File: src/rtl/muldiv_pkg.sv
// muldiv_pkg: shared constants and types for the multiply/divide unit.
//   OP_*    : 5-bit ALU control codes, shared with the ALU decoder.
//   state_e : sequencer state (IDLE, RUN, FIX).
package muldiv_pkg;

    localparam logic [4:0] OP_MULTU = 5'b00111;
    localparam logic [4:0] OP_MULT  = 5'b01000;
    localparam logic [4:0] OP_DIV   = 5'b01111;
    localparam logic [4:0] OP_DIVU  = 5'b10000;
    localparam logic [4:0] OP_MTHI  = 5'b10001;
    localparam logic [4:0] OP_MTLO  = 5'b10010;
    localparam logic [4:0] OP_MFHI  = 5'b11010;
    localparam logic [4:0] OP_MFLO  = 5'b11011;

    typedef enum logic [1:0] {
        IDLE = 2'd0,
        RUN  = 2'd1,
        FIX  = 2'd2
    } state_e;

endpackage

File: src/rtl/muldiv_iter_core.sv
// muldiv_iter_core: radix-2 iterative engine on unsigned magnitudes.
//   clk_i, reset_i : clock, synchronous active-high reset
//   load_i         : capture operands, clear accumulator and counter
//   en_i           : perform one iteration step
//   div_mode_i     : 1 = restoring divide, 0 = shift-add multiply (latched on load)
//   a_mag_i        : multiplier / dividend magnitude
//   b_mag_i        : multiplicand / divisor magnitude (WIDTH+1 bits)
//   last_c_o       : current step is the final (WIDTH-th) iteration
//   hi_o, lo_o     : product high/low, or remainder/quotient
module muldiv_iter_core #(
    parameter int unsigned WIDTH = 32
) (
    input  logic             clk_i,
    input  logic             reset_i,
    input  logic             load_i,
    input  logic             en_i,
    input  logic             div_mode_i,
    input  logic [WIDTH-1:0] a_mag_i,
    input  logic [WIDTH:0]   b_mag_i,
    output logic             last_c_o,
    output logic [WIDTH-1:0] hi_o,
    output logic [WIDTH-1:0] lo_o
);

    localparam int unsigned XW    = WIDTH + 1;
    localparam int unsigned CNT_W = $clog2(WIDTH);

    logic [XW-1:0]    hi_q, hi_d;
    logic [XW-1:0]    mcand_q;
    logic [WIDTH-1:0] lo_q, lo_d;
    logic [CNT_W-1:0] cnt_q;
    logic             mode_q;

    logic [XW:0]      sum_c;
    logic [XW:0]      shl_c;
    logic [XW:0]      diff_c;
    logic             ge_c;

    // One iteration: multiply shifts the accumulator right, divide shifts left.
    always_comb begin
        hi_d   = hi_q;
        lo_d   = lo_q;
        sum_c  = {1'b0, hi_q} + (lo_q[0] ? {1'b0, mcand_q} : '0);
        shl_c  = {hi_q, lo_q[WIDTH-1]};
        diff_c = shl_c - {1'b0, mcand_q};
        // No borrow means the trial subtraction fits and the quotient bit is 1.
        ge_c   = ~diff_c[XW];
        if (mode_q) begin
            hi_d = ge_c ? diff_c[XW-1:0] : shl_c[XW-1:0];
            lo_d = {lo_q[WIDTH-2:0], ge_c};
        end else begin
            hi_d = sum_c[XW:1];
            lo_d = {sum_c[0], lo_q[WIDTH-1:1]};
        end
    end

    // Accumulator, operand and counter registers.
    always_ff @(posedge clk_i) begin
        if (reset_i) begin
            hi_q    <= '0;
            lo_q    <= '0;
            mcand_q <= '0;
            cnt_q   <= '0;
            mode_q  <= 1'b0;
        end else if (load_i) begin
            hi_q    <= '0;
            lo_q    <= a_mag_i;
            mcand_q <= b_mag_i;
            cnt_q   <= '0;
            mode_q  <= div_mode_i;
        end else if (en_i) begin
            hi_q    <= hi_d;
            lo_q    <= lo_d;
            cnt_q   <= cnt_q + CNT_W'(1);
        end
    end

    assign last_c_o = (cnt_q == CNT_W'(WIDTH - 1));
    assign hi_o     = hi_q[WIDTH-1:0];
    assign lo_o     = lo_q;

endmodule

File: src/rtl/muldiv_unit.sv
// muldiv_unit: multi-cycle multiply/divide engine with architectural HI/LO.
//   clk, reset : clock, synchronous active-high reset
//   start, op  : request and 5-bit ALU code (MULT/MULTU/DIV/DIVU/MTHI/MTLO)
//   a, b       : rs / rt operands
//   busy       : multiply/divide in flight, requests ignored
//   done       : one-cycle pulse when new HI/LO become visible
//   hi, lo     : HI / LO registers
// Optional: define MULDIV_FAST_MULT_EN for single-cycle MULT/MULTU.
module muldiv_unit
    import muldiv_pkg::*;
#(
    parameter int unsigned WIDTH = 32
) (
    input  logic             clk,
    input  logic             reset,
    input  logic             start,
    input  logic [4:0]       op,
    input  logic [WIDTH-1:0] a,
    input  logic [WIDTH-1:0] b,
    output logic             busy,
    output logic             done,
    output logic [WIDTH-1:0] hi,
    output logic [WIDTH-1:0] lo
);

    localparam int unsigned XW = WIDTH + 1;

    state_e           state_q;
    logic             busy_q, done_q;
    logic [WIDTH-1:0] hi_q, lo_q;
    logic             div_q, neg_q, rneg_q, dz_q;

    logic             is_mul_c, is_div_c, is_signed_c;
    logic             accept_c, go_iter_c;
    logic [XW-1:0]    a_ext_c, b_ext_c, a_mag_c, b_mag_c;
    logic [2*WIDTH-1:0] prod_c, prod_fix_c;
    logic [WIDTH-1:0] quo_fix_c, rem_fix_c;
    logic             unused_a_mag_msb_c;

    logic             core_last_c;
    logic [WIDTH-1:0] core_hi, core_lo;

    // Decode, operand magnitudes and result sign fix-up.
    always_comb begin
        is_mul_c    = (op == OP_MULT) || (op == OP_MULTU);
        is_div_c    = (op == OP_DIV)  || (op == OP_DIVU);
        is_signed_c = (op == OP_MULT) || (op == OP_DIV);
        accept_c    = start && !busy_q && (state_q == IDLE);
`ifdef MULDIV_FAST_MULT_EN
        go_iter_c   = accept_c && is_div_c;
`else
        go_iter_c   = accept_c && (is_mul_c || is_div_c);
`endif
        // One extra bit keeps the magnitude of the most negative operand exact.
        a_ext_c = is_signed_c ? {a[WIDTH-1], a} : {1'b0, a};
        b_ext_c = is_signed_c ? {b[WIDTH-1], b} : {1'b0, b};
        a_mag_c = a_ext_c[WIDTH] ? XW'(-a_ext_c) : a_ext_c;
        b_mag_c = b_ext_c[WIDTH] ? XW'(-b_ext_c) : b_ext_c;
        // A magnitude never exceeds 2^WIDTH-1, so the dividend/multiplier MSB is always zero.
        unused_a_mag_msb_c = a_mag_c[WIDTH];

        prod_c     = {core_hi, core_lo};
        prod_fix_c = neg_q ? -prod_c : prod_c;
        // Divide by zero forces an all-ones quotient; the remainder path already yields a.
        quo_fix_c  = dz_q ? '1 : (neg_q ? -core_lo : core_lo);
        rem_fix_c  = rneg_q ? -core_hi : core_hi;
    end

`ifdef MULDIV_FAST_MULT_EN
    logic [2*WIDTH-1:0] fast_prod_c;

    // Full-width product; the low 2*WIDTH bits of extended operands give the signed result.
    always_comb begin
        fast_prod_c = is_signed_c
            ? ({{WIDTH{a[WIDTH-1]}}, a} * {{WIDTH{b[WIDTH-1]}}, b})
            : ({{WIDTH{1'b0}}, a} * {{WIDTH{1'b0}}, b});
    end
`endif

    muldiv_iter_core #(
        .WIDTH(WIDTH)
    ) u_core (
        .clk_i      (clk),
        .reset_i    (reset),
        .load_i     (go_iter_c),
        .en_i       (state_q == RUN),
        .div_mode_i (is_div_c),
        .a_mag_i    (a_mag_c[WIDTH-1:0]),
        .b_mag_i    (b_mag_c),
        .last_c_o   (core_last_c),
        .hi_o       (core_hi),
        .lo_o       (core_lo)
    );

    // Sequencer, handshake and HI/LO registers.
    always_ff @(posedge clk) begin
        if (reset) begin
            state_q <= IDLE;
            busy_q  <= 1'b0;
            done_q  <= 1'b0;
            hi_q    <= '0;
            lo_q    <= '0;
            div_q   <= 1'b0;
            neg_q   <= 1'b0;
            rneg_q  <= 1'b0;
            dz_q    <= 1'b0;
        end else begin
            done_q <= 1'b0;
            case (state_q)
                IDLE: begin
                    if (accept_c) begin
                        if (op == OP_MTHI) hi_q <= a;
                        if (op == OP_MTLO) lo_q <= a;
`ifdef MULDIV_FAST_MULT_EN
                        if (is_mul_c) begin
                            hi_q   <= fast_prod_c[2*WIDTH-1:WIDTH];
                            lo_q   <= fast_prod_c[WIDTH-1:0];
                            done_q <= 1'b1;
                        end
`endif
                        if (go_iter_c) begin
                            state_q <= RUN;
                            busy_q  <= 1'b1;
                            div_q   <= is_div_c;
                            neg_q   <= a_ext_c[WIDTH] ^ b_ext_c[WIDTH];
                            rneg_q  <= a_ext_c[WIDTH];
                            dz_q    <= (b == '0);
                        end
                    end
                end
                RUN: begin
                    if (core_last_c) state_q <= FIX;
                end
                FIX: begin
                    if (div_q) begin
                        hi_q <= rem_fix_c;
                        lo_q <= quo_fix_c;
                    end else begin
                        hi_q <= prod_fix_c[2*WIDTH-1:WIDTH];
                        lo_q <= prod_fix_c[WIDTH-1:0];
                    end
                    done_q  <= 1'b1;
                    busy_q  <= 1'b0;
                    state_q <= IDLE;
                end
                default: state_q <= IDLE;
            endcase
        end
    end

    assign busy = busy_q;
    assign done = done_q;
    assign hi   = hi_q;
    assign lo   = lo_q;

endmodule

File: config.mk
export PLATFORM = sky130hd
export DESIGN_NAME = muldiv_unit
export DESIGN_NICKNAME = d
export VERILOG_FILES = /design/src/rtl/muldiv_pkg.sv /design/src/rtl/muldiv_iter_core.sv /design/src/rtl/muldiv_unit.sv
export SDC_FILE = /design/constraint.sdc
export NUM_CORES = 1
export LEC_CHECK = 0
export ABC_AREA = 1
export CAP_MARGIN = 20
export CELL_PAD_IN_SITES_DETAIL_PLACEMENT = 1
export CELL_PAD_IN_SITES_GLOBAL_PLACEMENT = 1
export CORE_ASPECT_RATIO = 1.5
export CORE_MARGIN = 2
export CORE_UTILIZATION = 40
export DETAILED_ROUTE_END_ITERATION = 6
export PLACE_DENSITY_LB_ADDON = 0.1
export SLEW_MARGIN = 20
export SYNTH_ARGS = -nofsm -noshare
export SYNTH_HDL_FRONTEND = slang
export SYNTH_SLANG_ARGS = --single-unit
File: constraint.sdc
create_clock -name clk -period 4.5 [get_ports clk]
set_input_delay 1.125 -clock clk [delete_from_list [all_inputs] [get_ports clk]]
set_output_delay 1.125 -clock clk [all_outputs]
set_load 0.05 [all_outputs]
# Word level (Yosys, flattened, before mapping)
# Index checks and enable logic that the tools add are counted.
# op_classes
add_sub_neg	8
n_eq_ne	14
muxes	30
n_bitwise	2
reduce_logical	18
# op_table
op	count
$mux 32	13
$mux 33	6
$pmux 32 s2	2
$neg 32->32	3
$mux 64	1
$neg 64->64	1
$add 33x34->34	1
$sub 34x33->34	1
$neg 33->33	1
$logic_not 32->1	1
$eq 5x5->1 const B	4
$reduce_and 3->1	5
$eq 5x4->1 const B	2
$mux 2	3
$ne 2x2->1 const B	3
$add 5x1->5 const B	1
$eq 5x3->1 const B	1
$logic_or 1x1->1	4
$ne 2x1->1 const B	2
$pmux 2 s2	1
$reduce_bool 2->1	2
$logic_and 1x1->1	3
$mux 1	3
$eq 2x1->1 const B	1
7 further kinds	7
# word_totals
regBits	176
in_bits	72
output_inout_bits	66
word_cells	86

# Logic depth before layout (Yosys ltp)
# Gate-level depths: netlist (run 1).
# logic_depth
word_depth	7
depth_mapped	19
mapped_depth_nobuf	18

# Cells and area by module
# A second synthesis (run 1) with hierarchy kept.
# hier_totals
cells_unflattened	3143
area_unflattened_um2	18197.5
# modules_own_cells
module	instances	cells_each	area_per_inst_um2	seq_area_each_um2
muldiv_iter_core	1	1796	10576.4	2082.0
muldiv_unit	1	1347	7621.1	1441.4

# Worst setup path after synthesis (run 1)
# No wires, ideal clock.
# synth_path
path_kind	input to register
startpoint	input port a[0]
endpoint	register u_core.lo_q[30], in the netlist u_core.lo_o[30]
setup_time_ns	0.109
t_arrival_ns	2.532
t_required_ns	4.391
setup_slack_ns	1.859
stages	15
n_path_buf	0
cell_sequence	inv_1 > ha_1 > inv_1 > nor3_2 > nand2_1 > nor2_2 > nand2_1 > nor2_2 > nor2_1 > nor2_4 > nand3_1 > a21oi_1 > o21ai_0 > nand2_1 > inv_1
# synth_via
elab_chain_cells	4
# synth_lines
element	line_no	rtl
from (decl)	muldiv_unit.sv:18	input logic [WIDTH-1:0] a,
$mux 33	muldiv_unit.sv:55	a_ext_c = is_signed_c ? {a[WIDTH-1], a} : {1'b0, a};
$neg 32->32	muldiv_unit.sv:57	a_mag_c = a_ext_c[WIDTH] ? XW'(-a_ext_c) : a_ext_c;
$mux 32	muldiv_unit.sv:57	
$mux 32	muldiv_iter_core.sv:65	end else if (load_i) begin
to (signal assigned)	muldiv_iter_core.sv:67	lo_q <= a_mag_i;
to (signal assigned)	muldiv_iter_core.sv:73	lo_q <= lo_d;
to (decl)	muldiv_iter_core.sv:30	logic [WIDTH-1:0] lo_q, lo_d;
# Every way passes these cells.
# A chain may end at the register's enable or synchronous reset.

# Worst setup path after layout (run 1)
# layout_path
startpoint	register u_core.lo_q[0], in the netlist u_core.lo_o[0]
endpoint	register u_core.hi_q[25]
# layout_via
elab_chain_cells	3
# layout_lines
element	line_no	rtl
$mux 33	muldiv_iter_core.sv:43	sum_c = {1'b0, hi_q} + (lo_q[0] ? {1'b0, mcand_q} : '0);
$add 33x34->34	muldiv_iter_core.sv:43	
$mux 33	muldiv_iter_core.sv:48	if (mode_q) begin
to (signal assigned)	muldiv_iter_core.sv:72	hi_q <= hi_d;
to (decl)	muldiv_iter_core.sv:28	logic [XW-1:0] hi_q, hi_d;
# Every way passes these cells.

==> reports/results.tsv, run 1 <==
stage	metric	value	unit
power	Total Power	6040	uW
critical_path	reg-to-reg startpoint	u_core.lo_o[0]	
route	post-route ant nets	0	
cells_and_area	Layout area overhead	14.0	%
die	area of the die	46700	um^2
placed_design	dpl ws	0.794	ns
timing	clk_skew	0.0165	ns
timing	min cycle time layout	3.42	ns
route	DR vias/cell	5.84	
cells_and_area	design area	20500	um^2
critical_path	Critical Path Sink Type	flip-flop	
synthesis	dominant cells by area after synthesis	dfxtp_1 20%, nand2_1 19%, inv_1 10%, o21ai_0 8.0%, nor2_1 7.7%	
placed_design	detailed placement HPWL	78100	um
cells_and_area	share of layout cells above drive strength 1	4.65	%
power	sequential share of power	28.6	%
cells_and_area	area taken by multi-input logic gates	12100	um^2
timing	WHS	0.482	ns
cells_and_area	NumNets Final	3486	
route	final wirelength	97000	um
synthesis	Synth Instances	3267	
critical_path	worst-path fanout max	23	
clock_tree	Root Driver	clkbuf_16	
clock_tree	latest clock arrival within the worst-skew pair	0.48	ns
placed_design	gpl congestion	1.03	
clock_tree	H-tree depth	4	
global_route	largest net degree at the start of global routing	101	
hold_path	hold path start	u_core.mcand_q[32]	
critical_path	Critical Path Start	u_core.lo_o[0]	
cells_and_area	final-layout fill cell count	6429	
synthesis	dominant cell type by area after synthesis	dfxtp_1	
timing	RSZ-0062 raised after global routing	no	
die	Row Count	95	
clock_tree	Hold Buf Count CTS	0	
global_route	initial antenna violation count	5	
clock_tree	CTS tree	yes	
global_route	Tot GR Track Use	41.5	%
clock_tree	post-CTS setup buffers	0	
timing	max-slew violations	0	
die	Starting Density	40.3	%
timing	slew margin rel.	21.4	%
synthesis	register area share after synthesis	19.6	%
critical_path	Worst Path Required	4.87	ns
clock_tree	clk buf depth	2	
die	die span in x	177	um
power	P_int	3230	uW
synthesis	synthesized area	18000	um^2
synthesis	synth unique cells	47	
placed_design	placed cell area	19900	um^2
flow_run	Max-cap violations	0	
route	drt wl/cell	24.6	um
power	switching pwr	2800	uW
synthesis	Synth async-reset ratio	0	%
power	VDD IR max	304	uV
route	DRT iter0 DRCs	1665	
power	Clk pwr share	28.2	%
critical_path	WS Path Type	flip-flop to flip-flop	
critical_path	CP Launch Type	flip-flop	
timing	actual transition at the worst max-transition pin	1.17	ns
clock_tree	CTS sink cnt	176	
cells_and_area	sequential standard cell area	3520	um^2
global_route	Overflow after GRT	0	
synthesis	Avg Inst Size Synth	5.50	um^2
timing	Final setup viols	0	
synthesis	Post-synth EDFFs	0	
synthesis	Synth Net Count	3413	
power	combinational share of power	43.2	%
cells_and_area	most frequent cells in the layout	902 x nand2_1, 484 x inv_1, 367 x nor2_1, 288 x o21ai_0, 261 x a21oi_1	
power	PwrDens	294	nW/um^2
synthesis	YS warnings	0	
clock_tree	clock-pin slew on the worst setup and hold paths	0.08	ns
synthesis	Synth top area share	19.6	%
critical_path	CP arrival	3.79	ns
timing	Fmax	292	MHz
die	core area	44600	um^2
power	Net Sw Frac	46.4	%
route	Via Count	23012	
synthesis	dominant synthesized flop cell	dfxtp_1	
placed_design	port bufs	137	
power	P_leak	0.0104	uW
timing	worst setup margin	1.08	ns
synthesis	flip-flop and latch count after synthesis	176	
status	status	finished, final reports clean	
timing	final count of hold timing violations	0	
clock_tree	cells resized by post-CTS repair	0	
global_route	number of global-route vias before repair	23968	
cells_and_area	most common cell after layout, fill and taps aside	nand2_1	
route	DRT Pass-1 Iters	6	
die	I/O pin count	138	
route	Residual DRC	0	
timing	final period utilization	76.1	%
hold_path	Hold Path Class	flip-flop to flip-flop	
clock_tree	CTS Buf Count	17	
die	chip height	264	um
timing	setup tns final	0	ns
global_route	global-route wire length before repair	144000	um
## path summary, 6_finish.rpt
path                            slack [ns]  cells after the start                  to
worst min-delay path                  0.48                      2  u_core.mcand_q[32]
worst max-delay path                  1.08                     15     u_core.hi_q[25]
worst min register to register        0.48                      2  u_core.mcand_q[32]
worst max register to register        1.08                     15     u_core.hi_q[25]
## kinds of logic after synthesis
group                      Yosys count  share of synthesized area [%]
adders and majority gates           74                           5.23
DFF                                176                           19.6
xor gates and xnor gates            48                           2.34
AOI/OAI and AO/OA                  661                           19.7
buffers and inverters              622                           13.3
and+or+nand+nor                   1686                           39.9
## per-stage QoR
step	std cells	util, %
3_5_place_dp	3902	44.5
2_1_floorplan	3267	-
4_1_cts	3934	45.9
3_3_place_gp	3902	44.5
6_report	3939	46.0
5_1_grt	3935	46.0
## Yosys cell counts, types with 19 or more instances
| cell type | number |
|---|---|
| nand2_1 | 902 |
| inv_1 | 485 |
| nor2_1 | 368 |
| o21ai_0 | 289 |
| a21oi_1 | 261 |
| nand3_1 | 244 |
| dfxtp_1 | 176 |
| clkbuf_1 | 82 |
| ha_1 | 72 |
| nor3_1 | 46 |
| xor2_1 | 42 |
| nand4_1 | 37 |
| nand3_2 | 24 |
| a31oi_1 | 21 |
| nand3b_1 | 19 |
| o21ai_1 | 19 |
## state kept, by name, summed over array words and instances, names as in the netlist
signal,cells
div_q,1
state_q,2
dz_q,1
neg_q,1
u_core.mcand_q,33
hi,32
busy,1
u_core.lo_o,32
done,1
u_core.cnt_q,5
u_core.mode_q,1
rneg_q,1
lo,32
u_core.hi_q,33
## layout make-up
type | instances | area share (%)
multi-input cells | 2469 | 58.9
flip-flops and latches | 176 | 17.2
inverters | 507 | 9.28
repair buffers | 169 | 7.92
well taps | 582 | 3.55
clock buffers | 18 | 2.09
clock inverters | 14 | 0.958
diodes | 4 | 0.0488
## metal layers
metal,share of wire [%],routed length (um),track usage [%],up-vias
li1,-,-,-,10657
met2,50,48200,72.9,888
met3,5.0,4860,7.97,439
met1,33,32100,39.3,11026
met4,12,11700,41.2,2
met5,0.013,13,0,-
## power groups by stage
| stage | clock network [uW] | logic, uW | registers (uW) |
|---|---|---|---|
| after CTS | 1700 | 2550 | 1720 |
| after floorplan | 0 | 1630 | 1720 |
| after global placement | 0 | 2480 | 1750 |
| after global routing | 1770 | 2850 | 1730 |
| after detailed placement | 0 | 2530 | 1760 |
| final | 1700 | 2610 | 1730 |
## worst max-delay path, cell delays in order, from the launching register on
cell and delay, ns:
dfxtp_1 1.00, buf_4 0.38, nand2_1 0.09, inv_1 0.10
ha_1 0.27, nand2_1 0.14, nor2_1 0.32, nand2_1 0.19
nor2_1 0.13, nand2_1 0.19, nand3_1 0.13, nand2_1 0.05
nand3_1 0.10, nand2_1 0.07, inv_1 0.09, a21oi_2 0.05
Note: power is estimated with default switching activity, not from simulation.
==> run 2, diff against run 1 <==
CORE_UTILIZATION = 37   (was 40)
clock period = 2.7 ns   (was 4.5 ns; I/O delays follow)
==> reports/results.tsv, run 2 (same netlist as run 1, synthesis figures left out) <==
stage	metric	value	unit	change
global_route	global-route wire length before repair	150000	um	+3.7%
route	DRT iter0 DRCs	1350		-19%
timing	min cycle time layout	2.61	ns	-0.815 ns
power	VDD IR max	524	uV	+72%
cells_and_area	design area	22400	um^2	+9.2%
cells_and_area	final-layout fill cell count	6765		+5.2%
critical_path	WS Path Type	flip-flop to flip-flop		
timing	actual transition at the worst max-transition pin	1.10	ns	-0.0736 ns
critical_path	CP arrival	3.04	ns	-0.75 ns
route	post-route ant nets	0		unchanged
cells_and_area	NumNets Final	3691		+5.9%
power	Net Sw Frac	45.7	%	-0.74 points
global_route	Tot GR Track Use	40.3	%	-1.2 points
critical_path	Critical Path Start	u_core.mcand_q[30]		
cells_and_area	final core occ	46.8	%	+0.83 points
critical_path	Worst Path Required	3.13	ns	-1.74 ns
placed_design	placed cell area	21600	um^2	+8.8%
critical_path	CP top delay family	simple AND/OR/NAND/NOR gates		
power	PwrDens	465	nW/um^2	+58%
route	Residual DRC	0		unchanged
timing	slew margin rel.	26.3	%	+4.9 points
power	Clk pwr share	26.4	%	-1.8 points
power	P_int	5650	uW	+75%
placed_design	gpl congestion	1.08		+5.2%
critical_path	CP Launch Type	flip-flop		
critical_path	slowest cell delay on critical path	0.39	ns	-0.61 ns
route	DR vias/cell	5.69		-2.5%
clock_tree	clk buf depth	2		unchanged
critical_path	slowest cell on the critical path	ha_2		
global_route	largest net degree at the start of global routing	90		-11%
power	sequential share of power	27.1	%	-1.5 points
placed_design	port bufs	137		unchanged
cells_and_area	Regs by FF count	u_core.hi_q: 33 flops, u_core.mcand_q: 33 flops		
hold_path	Hold Path Class	flip-flop to flip-flop		
timing	Final setup viols	0		unchanged
power	P_leak	0.0114	uW	+10%
timing	final period utilization	96.6	%	+21 points
clock_tree	CTS tree	yes		
clock_tree	latest clock arrival within the worst-skew pair	0.50	ns	+0.02 ns
global_route	initial antenna violation count	8		+3
status	status	finished, final reports clean		
die	die span in x	184	um	+3.9%
cells_and_area	most frequent cells in the layout	889 x nand2_1, 480 x inv_1, 362 x nor2_1, 285 x o21ai_0, 253 x a21oi_1		
clock_tree	CTS Buf Count	17		unchanged
route	DRT Pass-1 Iters	6		unchanged
die	chip height	274	um	+3.9%
critical_path	Critical Path Sink Type	flip-flop		
die	Row Count	98		+3.2%
global_route	Overflow after GRT	0		unchanged
power	Total Power	10400	uW	+72%
timing	max-slew violations	0		unchanged
critical_path	reg-to-reg startpoint	u_core.mcand_q[30]		
die	Starting Density	37.6	%	-2.7 points
timing	setup tns final	0	ns	unchanged
power	switching pwr	4760	uW	+70%
placed_design	detailed placement HPWL	82300	um	+5.5%
route	final wirelength	101000	um	+4.1%
cells_and_area	Final Non-Filler Cells	4162		+5.7%
global_route	number of global-route vias before repair	24802		+3.5%
cells_and_area	share of layout cells above drive strength 1	11.5	%	+6.8 points
critical_path	critical path cell sequence	inv_1 -> ha_2 -> a21oi_2 -> o21a_1 -> nand2_1 -> nor2_4 -> nand2_2 -> nand2_2 -> nand2_1 -> buf_4 -> nand2_1 -> nand3_2 -> a21oi_2		
placed_design	placed cells	4122		+5.6%
hold_path	hold path start	u_core.mcand_q[32]		
timing	final count of hold timing violations	0		unchanged
die	I/O pin count	138		unchanged
critical_path	Buf/Inv on CP	2		-1
clock_tree	Root Driver	clkbuf_16		
timing	clk_skew	0.0173	ns	+0.000730 ns
flow_run	Max-cap violations	0		unchanged
critical_path	setup slack, reg-to-reg	0.09	ns	-0.98 ns
route	Via Count	23699		+3.0%
clock_tree	clock-pin slew on the worst setup and hold paths	0.08	ns	about the same
die	core area	47800	um^2	+7.3%
critical_path	worst-path fanout max	12		-48%
clock_tree	CTS sink cnt	176		unchanged
cells_and_area	Layout area overhead	24.5	%	
clock_tree	H-tree depth	4		unchanged
route	drt wl/cell	24.2	um	-1.5%
critical_path	Most common cell on crit path	nand2_1		
power	combinational share of power	46.5	%	+3.3 points
die	area of the die	50400	um^2	+8.0%
cells_and_area	most common cell after layout, fill and taps aside	nand2_1		
timing	Fmax	383	MHz	+31%
run 2: stage by stage:
step	setup slack, ns	hold WS (ns)
after floorplan	0.303	0.434
after global placement	-0.241	0.447
after detailed placement	-0.382	0.459
after CTS	0.00161	0.471
after global routing	-0.0126	0.505
final	0.0914	0.465
run 2: what timing repair did:
action,4_1_cts,5_1_grt
hold buffers,0,0
setup buffers,1,3
endpoints found under the setup margin,5,43
resized for setup,7,45
pin swaps,0,2
run 2: tightest hold or removal path, stage by stage, from the launching register on:
cell,delay [ns]
dfxtp_1,0.32
inv_1,0.07
nor2_1,0.04
run 2: worst paths after layout:
check,endpoint,depth (start not counted)
hold / removal,u_core.mcand_q[32],2
hold reg to reg,u_core.mcand_q[32],2
setup / recovery,u_core.hi_q[27],13
setup reg to reg,u_core.hi_q[27],13
run 2: per-layer routing:
metal  wire (um)  GRT usage, %  up-vias
met1       33000          37.1    11279
li1            -             -    11102
met3        5620          9.12      458
met4       12700          41.6        6
met2       49600          70.9      854
met5          38             0        -
run 2: cell type report:
cell class	instances	area (um^2)	share of cell area (%)
multi-input combinational	2469	12200	54.6
sequential	176	3530	15.8
timing repair buffer	374	3380	15.1
inverter	507	1900	8.50
tap	600	751	3.35
clock buffer	19	443	1.98
clock inverter	13	156	0.699
antenna	4	10.0	0.0447
run 2: power groups by stage:
stage          clock [uW]  combinational (uW)  sequential, uW
2_1_floorplan           0                2720            2870
3_3_place_gp            0                4580            2870
3_5_place_dp            0                4680            2870
4_1_cts              2760                4720            2810
5_1_grt              2870                5260            2830
6_report             2740                4840            2820
